--- src/rtl/iomem_timer_pkg.sv ---
// Shared definitions for the iomem timer: register offsets, CTRL bit
// positions, the register write-enable bundle and a byte-lane merge helper.
package iomem_timer_pkg;

  localparam logic [7:0] TMR_CTRL     = 8'h00;
  localparam logic [7:0] TMR_PRESCALE = 8'h04;
  localparam logic [7:0] TMR_COUNT    = 8'h08;
  localparam logic [7:0] TMR_COMPARE  = 8'h0C;
  localparam logic [7:0] TMR_STATUS   = 8'h10;

  localparam int CTRL_EN          = 0;
  localparam int CTRL_AUTO_RELOAD = 1;
  localparam int CTRL_IRQ_EN      = 2;

  // One strobe per register; status_clr is the already-qualified W1C request.
  typedef struct packed {
    logic ctrl;
    logic prescale;
    logic count;
    logic compare;
    logic status_clr;
  } tmr_we_t;

  // Replace the byte lanes of old_val selected by strb with those of new_val.
  function automatic logic [31:0] merge_bytes(input logic [31:0] old_val,
                                              input logic [31:0] new_val,
                                              input logic [3:0]  strb);
    logic [31:0] res;
    res = old_val;
    for (int i = 0; i < 4; i++) begin
      if (strb[i]) res[8*i +: 8] = new_val[8*i +: 8];
    end
    return res;
  endfunction

endpackage

--- src/rtl/iomem_timer_if.sv ---
// iomem valid/ready bus as seen between the CPU (master) and a responder (slave).
interface iomem_timer_if;
  logic        valid;
  logic        ready;
  logic [3:0]  wstrb;
  logic [31:0] addr;
  logic [31:0] wdata;
  logic [31:0] rdata;

  modport master (output valid, output wstrb, output addr, output wdata,
                  input  ready, input  rdata);
  modport slave  (input  valid, input  wstrb, input  addr, input  wdata,
                  output ready, output rdata);
endinterface

--- src/rtl/iomem_timer_core.sv ---
// Timer datapath: CTRL, prescaler, COUNT/COMPARE, pending flag and the
// registered interrupt. Register writes arrive as strobes plus merged data.
module iomem_timer_core
  import iomem_timer_pkg::*;
#(
  parameter int PRESCALE_W = 16
) (
  input  logic                  clk,
  input  logic                  resetn,
  input  tmr_we_t               we,
  input  logic [31:0]           wdata,
  output logic [2:0]            ctrl,
  output logic [PRESCALE_W-1:0] prescale,
  output logic [31:0]           count,
  output logic [31:0]           compare,
  output logic                  pending,
  output logic                  irq
);

  logic [PRESCALE_W-1:0] pcnt;
  logic                  tick;
  logic                  match;

  assign tick  = ctrl[CTRL_EN] && (pcnt == prescale);
  assign match = tick && (count == compare);

  // CTRL: a bus write overrides the one-shot disable on a match.
  always_ff @(posedge clk or negedge resetn) begin
    if (!resetn) begin
      ctrl <= 3'b000;
    end else if (we.ctrl) begin
      ctrl <= wdata[2:0];
    end else if (match && !ctrl[CTRL_AUTO_RELOAD]) begin
      ctrl[CTRL_EN] <= 1'b0;
    end
  end

  // PRESCALE register.
  always_ff @(posedge clk or negedge resetn) begin
    if (!resetn) begin
      prescale <= '0;
    end else if (we.prescale) begin
      prescale <= wdata[PRESCALE_W-1:0];
    end
  end

  // Prescaler counter: idles at 0 when disabled, restarts on PRESCALE writes and ticks.
  always_ff @(posedge clk or negedge resetn) begin
    if (!resetn) begin
      pcnt <= '0;
    end else if (we.prescale || !ctrl[CTRL_EN] || tick) begin
      pcnt <= '0;
    end else begin
      pcnt <= pcnt + 1'b1;
    end
  end

  // COUNT: bus write wins; otherwise advance, reload or hold on each tick.
  always_ff @(posedge clk or negedge resetn) begin
    if (!resetn) begin
      count <= 32'd0;
    end else if (we.count) begin
      count <= wdata;
    end else if (tick) begin
      if (!match) begin
        count <= count + 32'd1;
      end else if (ctrl[CTRL_AUTO_RELOAD]) begin
        count <= 32'd0;
      end
    end
  end

  // COMPARE register, all ones out of reset so a fresh timer never matches early.
  always_ff @(posedge clk or negedge resetn) begin
    if (!resetn) begin
      compare <= 32'hFFFF_FFFF;
    end else if (we.compare) begin
      compare <= wdata;
    end
  end

  // Pending flag: a match sets it even if software clears it in the same cycle.
  always_ff @(posedge clk or negedge resetn) begin
    if (!resetn) begin
      pending <= 1'b0;
    end else if (match) begin
      pending <= 1'b1;
    end else if (we.status_clr) begin
      pending <= 1'b0;
    end
  end

  // Registered level interrupt.
  always_ff @(posedge clk or negedge resetn) begin
    if (!resetn) begin
      irq <= 1'b0;
    end else begin
      irq <= pending && ctrl[CTRL_IRQ_EN];
    end
  end

endmodule

--- src/rtl/iomem_timer.sv ---
// iomem timer responder: window decode, one-cycle valid/ready handshake,
// read mux and write routing into the timer core.
module iomem_timer
  import iomem_timer_pkg::*;
#(
  parameter logic [31:0] BASE_ADDR  = 32'h0300_0000,
  parameter int          PRESCALE_W = 16
) (
  input  logic        clk,
  input  logic        resetn,
  iomem_timer_if.slave iomem,
  output logic        irq
);

  logic                  hit;
  logic                  accept;
  logic                  wr;
  logic [7:0]            offset;
  logic [31:0]           rd_val;
  logic [31:0]           wr_data;
  tmr_we_t               we;
  logic [2:0]            ctrl;
  logic [PRESCALE_W-1:0] prescale;
  logic [31:0]           count;
  logic [31:0]           compare;
  logic                  pending;
  logic                  unused_addr_bits;

  assign hit              = iomem.valid && (iomem.addr[31:8] == BASE_ADDR[31:8]);
  assign accept           = hit && !iomem.ready;
  assign wr               = accept && (iomem.wstrb != 4'b0000);
  assign offset           = {iomem.addr[7:2], 2'b00};
  assign unused_addr_bits = ^iomem.addr[1:0];
  assign wr_data          = merge_bytes(rd_val, iomem.wdata, iomem.wstrb);

  // Register read-back view; unmapped offsets and unused bits read as zero.
  always_comb begin
    rd_val = 32'd0;
    case (offset)
      TMR_CTRL:     rd_val[2:0]            = ctrl;
      TMR_PRESCALE: rd_val[PRESCALE_W-1:0] = prescale;
      TMR_COUNT:    rd_val                 = count;
      TMR_COMPARE:  rd_val                 = compare;
      TMR_STATUS:   rd_val[0]              = pending;
      default:      rd_val                 = 32'd0;
    endcase
  end

  // Route an accepted write to the addressed register.
  always_comb begin
    we = '0;
    if (wr) begin
      case (offset)
        TMR_CTRL:     we.ctrl       = iomem.wstrb[0];
        TMR_PRESCALE: we.prescale   = 1'b1;
        TMR_COUNT:    we.count      = 1'b1;
        TMR_COMPARE:  we.compare    = 1'b1;
        TMR_STATUS:   we.status_clr = iomem.wstrb[0] && iomem.wdata[0];
        default:      we            = '0;
      endcase
    end
  end

  // Handshake: ready pulses the cycle after acceptance, rdata only meaningful then.
  always_ff @(posedge clk or negedge resetn) begin
    if (!resetn) begin
      iomem.ready <= 1'b0;
      iomem.rdata <= 32'd0;
    end else begin
      iomem.ready <= accept;
      iomem.rdata <= (accept && (iomem.wstrb == 4'b0000)) ? rd_val : 32'd0;
    end
  end

  iomem_timer_core #(
    .PRESCALE_W(PRESCALE_W)
  ) u_core (
    .clk      (clk),
    .resetn   (resetn),
    .we       (we),
    .wdata    (wr_data),
    .ctrl     (ctrl),
    .prescale (prescale),
    .count    (count),
    .compare  (compare),
    .pending  (pending),
    .irq      (irq)
  );

endmodule

--- src/flat_wrapper.sv ---
// flat-port wrapper written by rule: the top's interface ports become plain ports
module iomem_timer_flat import iomem_timer_pkg::*;
#(
  parameter logic [31:0] BASE_ADDR  = 32'h0300_0000,
  parameter int          PRESCALE_W = 16
)
  (clk, resetn, irq, iomem_valid, iomem_wstrb, iomem_addr, iomem_wdata, iomem_ready, iomem_rdata);
  iomem_timer_if iomem_i ();
  input  logic clk;
  input  logic resetn;
  output logic irq;
  input wire logic [$bits(iomem_i.valid)-1:0] iomem_valid;
  input wire logic [$bits(iomem_i.wstrb)-1:0] iomem_wstrb;
  input wire logic [$bits(iomem_i.addr)-1:0] iomem_addr;
  input wire logic [$bits(iomem_i.wdata)-1:0] iomem_wdata;
  output wire logic [$bits(iomem_i.ready)-1:0] iomem_ready;
  output wire logic [$bits(iomem_i.rdata)-1:0] iomem_rdata;
  assign iomem_i.valid = iomem_valid;
  assign iomem_i.wstrb = iomem_wstrb;
  assign iomem_i.addr = iomem_addr;
  assign iomem_i.wdata = iomem_wdata;
  assign iomem_ready = iomem_i.ready;
  assign iomem_rdata = iomem_i.rdata;
  iomem_timer #(.BASE_ADDR(BASE_ADDR), .PRESCALE_W(PRESCALE_W)) u_core (.clk(clk), .resetn(resetn), .iomem(iomem_i), .irq(irq));
endmodule
--- config.mk ---
export PLATFORM = sky130hd
export DESIGN_NAME = iomem_timer_flat
export DESIGN_NICKNAME = d
export VERILOG_FILES = /design/src/rtl/iomem_timer_pkg.sv /design/src/rtl/iomem_timer_if.sv /design/src/rtl/iomem_timer_core.sv /design/src/rtl/iomem_timer.sv /design/src/flat_wrapper.sv
export SDC_FILE = /design/constraint.sdc
export NUM_CORES = 1
export LEC_CHECK = 0
export BUFFER_PORTS_ARGS = -buffer_cell sky130_fd_sc_hd__buf_4
export CORE_MARGIN = 2
export CORE_UTILIZATION = 50
export CTS_CLUSTER_DIAMETER = 200
export DETAILED_ROUTE_END_ITERATION = 8
export PLACE_DENSITY = 0.71
export SKIP_LAST_GASP = 1
export SLEW_MARGIN = 10
export SYNTH_ARGS = -nofsm -noshare
export SYNTH_HDL_FRONTEND = slang
export SYNTH_SLANG_ARGS = --single-unit
--- constraint.sdc ---
create_clock -name clk -period 3.35 [get_ports clk]
set_input_delay 0.1675 -clock clk [delete_from_list [all_inputs] [get_ports clk]]
set_output_delay 0.1675 -clock clk [all_outputs]
set_load 0.01 [all_outputs]
==> impl_metrics.py <==
metrics = {
    "timing": {
        "fin_tns_setup_ns": 0,
        "period_minus_slack_ns": 2.91,
        "fin_skew_ns": 0.00742,
        "drv_slew": 0,
        "fin_crit_sh_pct": 86.8,
        "final_hold_viol_count": 0,
        "max_freq_ghz": 0.344,
        "rsz0062_at_grt": "no",
        "setup_viol": 0,
        "maxSlewHeadroom_pct": 28.6,
        "tightest_slew_ns": 1.07,
    },
    "critical_path": {
        "crit_chain": "xnor2_1, nand2_1, or3b_1, or4_1, nand3_1, nor2_1",
        "start_kind": "flip-flop",
        "crit_buf_inv": 0,
        "required_ns": 3.62,
        "cp_slowest_cell": "or4_1",
        "cp_top_family": "simple AND/OR/NAND/NOR gates",
        "worstPathArrival_ns": 3.18,
        "worst_setup_path_end_kind": "flip-flop",
        "cp_max_fo": 16,
        "reg2reg_depth": 6,
        "worstSetupPathType": "reg -> reg",
        "max_stage_delay_ns": 0.79,
        "crit_cells": 6,
    },
    "floorplanning": {
        "floorplan.initialDensity_pct": 50.6,
        "die_h_um": 127,
        "dieArea_um2": 16200,
        "fp.dieW_um": 127,
        "rows": 45,
        "io_pins": 105,
        "core-area_um2": 15000,
    },
    "hold_path": {
        "whs_path_depth": 4,
        "min_path_type": "in -> reg",
    },
    "global_routing": {
        "antenna_found_initial": 0,
        "use_met2_pct": 40.9,
        "grt_pass1_vias": 6237,
        "grt_max_degree": 84,
        "grt_pass1_wl_um": 33200,
        "grt_overflow_total": 0,
        "gr-usage-met1_pct": 37.2,
        "gr-usage-met3_pct": 5.74,
        "grt_usage_pct": 26.4,
        "gr-max-usage-layer": "met2",
    },
    "clock_network": {
        "clk_path_buf_depth": 2,
        "numCtsBuffers": 17,
        "clk_latency_ns": 0.42,
        "clk_pin_slew_ns": 0.06,
        "holdBufCountCts": 1,
        "cts_sinks": 134,
        "cts_tree": "built",
        "cts_resized": 0,
        "cts_htree_levels": 4,
        "cts-root-buf": "clkbuf_16",
        "post_cts_buffers": 0,
    },
    "layout": {
        "final_cell_area_um2": 9150,
        "diodes": 0,
        "nets": 971,
        "syn_to_final_growth_pct": 20.3,
        "post-route-util_pct": 60.9,
        "drive_gt1_share_pct": 28.3,
    },
    "placed_design": {
        "gp_congestion": 0.959,
        "hpwlAfterDp_um": 14800,
        "port_buffers": 102,
        "dpl-instance-area_um2": 8500,
    },
    "routing": {
        "route.detailed.drc": 0,
        "drtIter0Drc": 542,
        "drt_wl_total_um": 20500,
        "vias_per_cell": 5.98,
        "vias": 6568,
        "first_pass_iters": 5,
        "wl_per_cell_um": 18.6,
        "ant_nets": 0,
    },
    "power": {
        "combPwrFrac_pct": 4.7,
        "pwr-share-clk_pct": 53.0,
        "p_seq_share_pct": 42.2,
        "p_sw_uw": 794,
        "power.density_nw_per_um2": 419,
        "power_leakage_uw": 0.00405,
        "design_power_total_uw": 3840,
        "p_int_uw": 3040,
        "power_switching_share_pct": 20.7,
        "ir_drop_mv": 0.328,
    },
    "synth": {
        "ys_top_cells_by_count": "113 x nand2_1, 102 x dfrtp_1, 84 x nor2_1",
        "yosys_warnings": 0,
        "synthesis.nets": 892,
        "synthTopCellsByArea": "dfrtp_1 34%, dfstp_2 11%, mux2_2 9.5%",
        "synth_top_area_share_pct": 33.6,
        "synth_seq_area_share_pct": 44.6,
        "yosys.cell_types.count": 61,
        "synthFlopType": "dfrtp_1",
        "synth_cells": 819,
        "syn_area_per_cell_um2": 9.29,
        "synth.ff_latch_count": 134,
        "synth.most_common_cell": "nand2_1",
        "synthArstFlopShare_pct": 100,
        "synth_top_area_cell": "dfrtp_1",
        "syn_area_um2": 7610,
        "synth-edff-count": 0,
    },
    "run": {
        "cap_viol_max_count": 0,
    },
    "status": {
        "status": "complete, no violations",
    },
}
stage by stage:
stage / setup WS (ns) / instances / hold WS [ns]
final: 0.443 / 1099 / 0.0671
after global placement: 0.579 / 1066 / 0.277
after detailed placement: 0.539 / 1066 / 0.277
after global routing: 0.310 / 1099 / 0.0594
after floorplan: 0.996 / 819 / -0.128
after CTS: 0.497 / 1099 / 0.0612
area by class of cell:
cell class | instances | area [um^2]
clock buffer | 25 | 505
fill | 1314 | 5880
sequential | 134 | 3390
multi-input combinational | 615 | 3920
clock inverter | 7 | 140
timing repair buffer | 120 | 920
inverter | 10 | 37.5
tap | 188 | 235
sequential cells by signal, indices dropped and copies added, names as in the netlist:
register and flops:
u_core.iomem.rdata 32, u_core.u_core.compare 32, u_core.u_core.count 32, u_core.u_core.pcnt 16
u_core.u_core.prescale 16, u_core.u_core.ctrl 3, u_core.iomem.ready 1, u_core.u_core.irq 1
u_core.u_core.pending 1
tightest hold or removal path, delay by kind of cell:
family / cells / cell delay (ns)
simple gates: 3 / 0.19
buf+inv: 1 / 0.08
per-layer routing:
layer  share of wire (%)  vias up
li1                    -     3080
met1                  44     3217
met2                  47      240
met3                 6.9       31
met4                 2.0        0
met5                   0        -
power by group through the flow:
stage | Combinational (uW) | Clock [uW] | Sequential, uW
finish | 181 | 2040 | 1620
global route | 202 | 2130 | 1620
CTS | 185 | 2050 | 1620
detailed placement | 183 | 0 | 1650
global placement | 182 | 0 | 1650
floorplan | 64.4 | 0 | 1650
cells in the final DEF, fill, tap and decap left out, types with 22 or more instances in the layout:
cell	count
buf_4	117
nor4_1	22
nand3_1	35
mux2_2	64
nand2_1	113
dfrtp_1	102
nor2_1	84
xor2_1	55
dfstp_2	32
a21oi_1	29
o21ai_0	46
path summary, 6_finish.rpt:
kind	end	slack, ns	start
worst max-delay path	u_core.u_core.pcnt[14]$_DFF_PN0_	0.44	u_core.u_core.prescale[5]$_DFFE_PN0P_
worst min-delay path	u_core.iomem.ready$_DFF_PN0_	0.07	iomem_addr[30]
worst max register to register	u_core.u_core.pcnt[14]$_DFF_PN0_	0.44	u_core.u_core.prescale[5]$_DFFE_PN0P_
worst min register to register	u_core.u_core.compare[8]$_DFFE_PN1P_	0.50	u_core.u_core.compare[8]$_DFFE_PN1P_
max in group asynchronous	u_core.u_core.compare[2]$_DFFE_PN1P_	2.19	resetn
min in group asynchronous	u_core.iomem.rdata[28]$_DFF_PN0_	0.34	resetn
cell families after synthesis:
kind of cell | Yosys count | synth area share [%]
flip-flops | 134 | 44.6
multiplexers | 69 | 10.6
adder cells (fa/ha/maj) | 2 | 0.329
XOR/XNOR | 62 | 7.14
buffers and inverters | 70 | 3.85
AO/OA/AOI/OAI | 135 | 11.1
AND/OR/NAND/NOR | 347 | 22.4
Note: power is estimated with default switching activity, not from simulation.
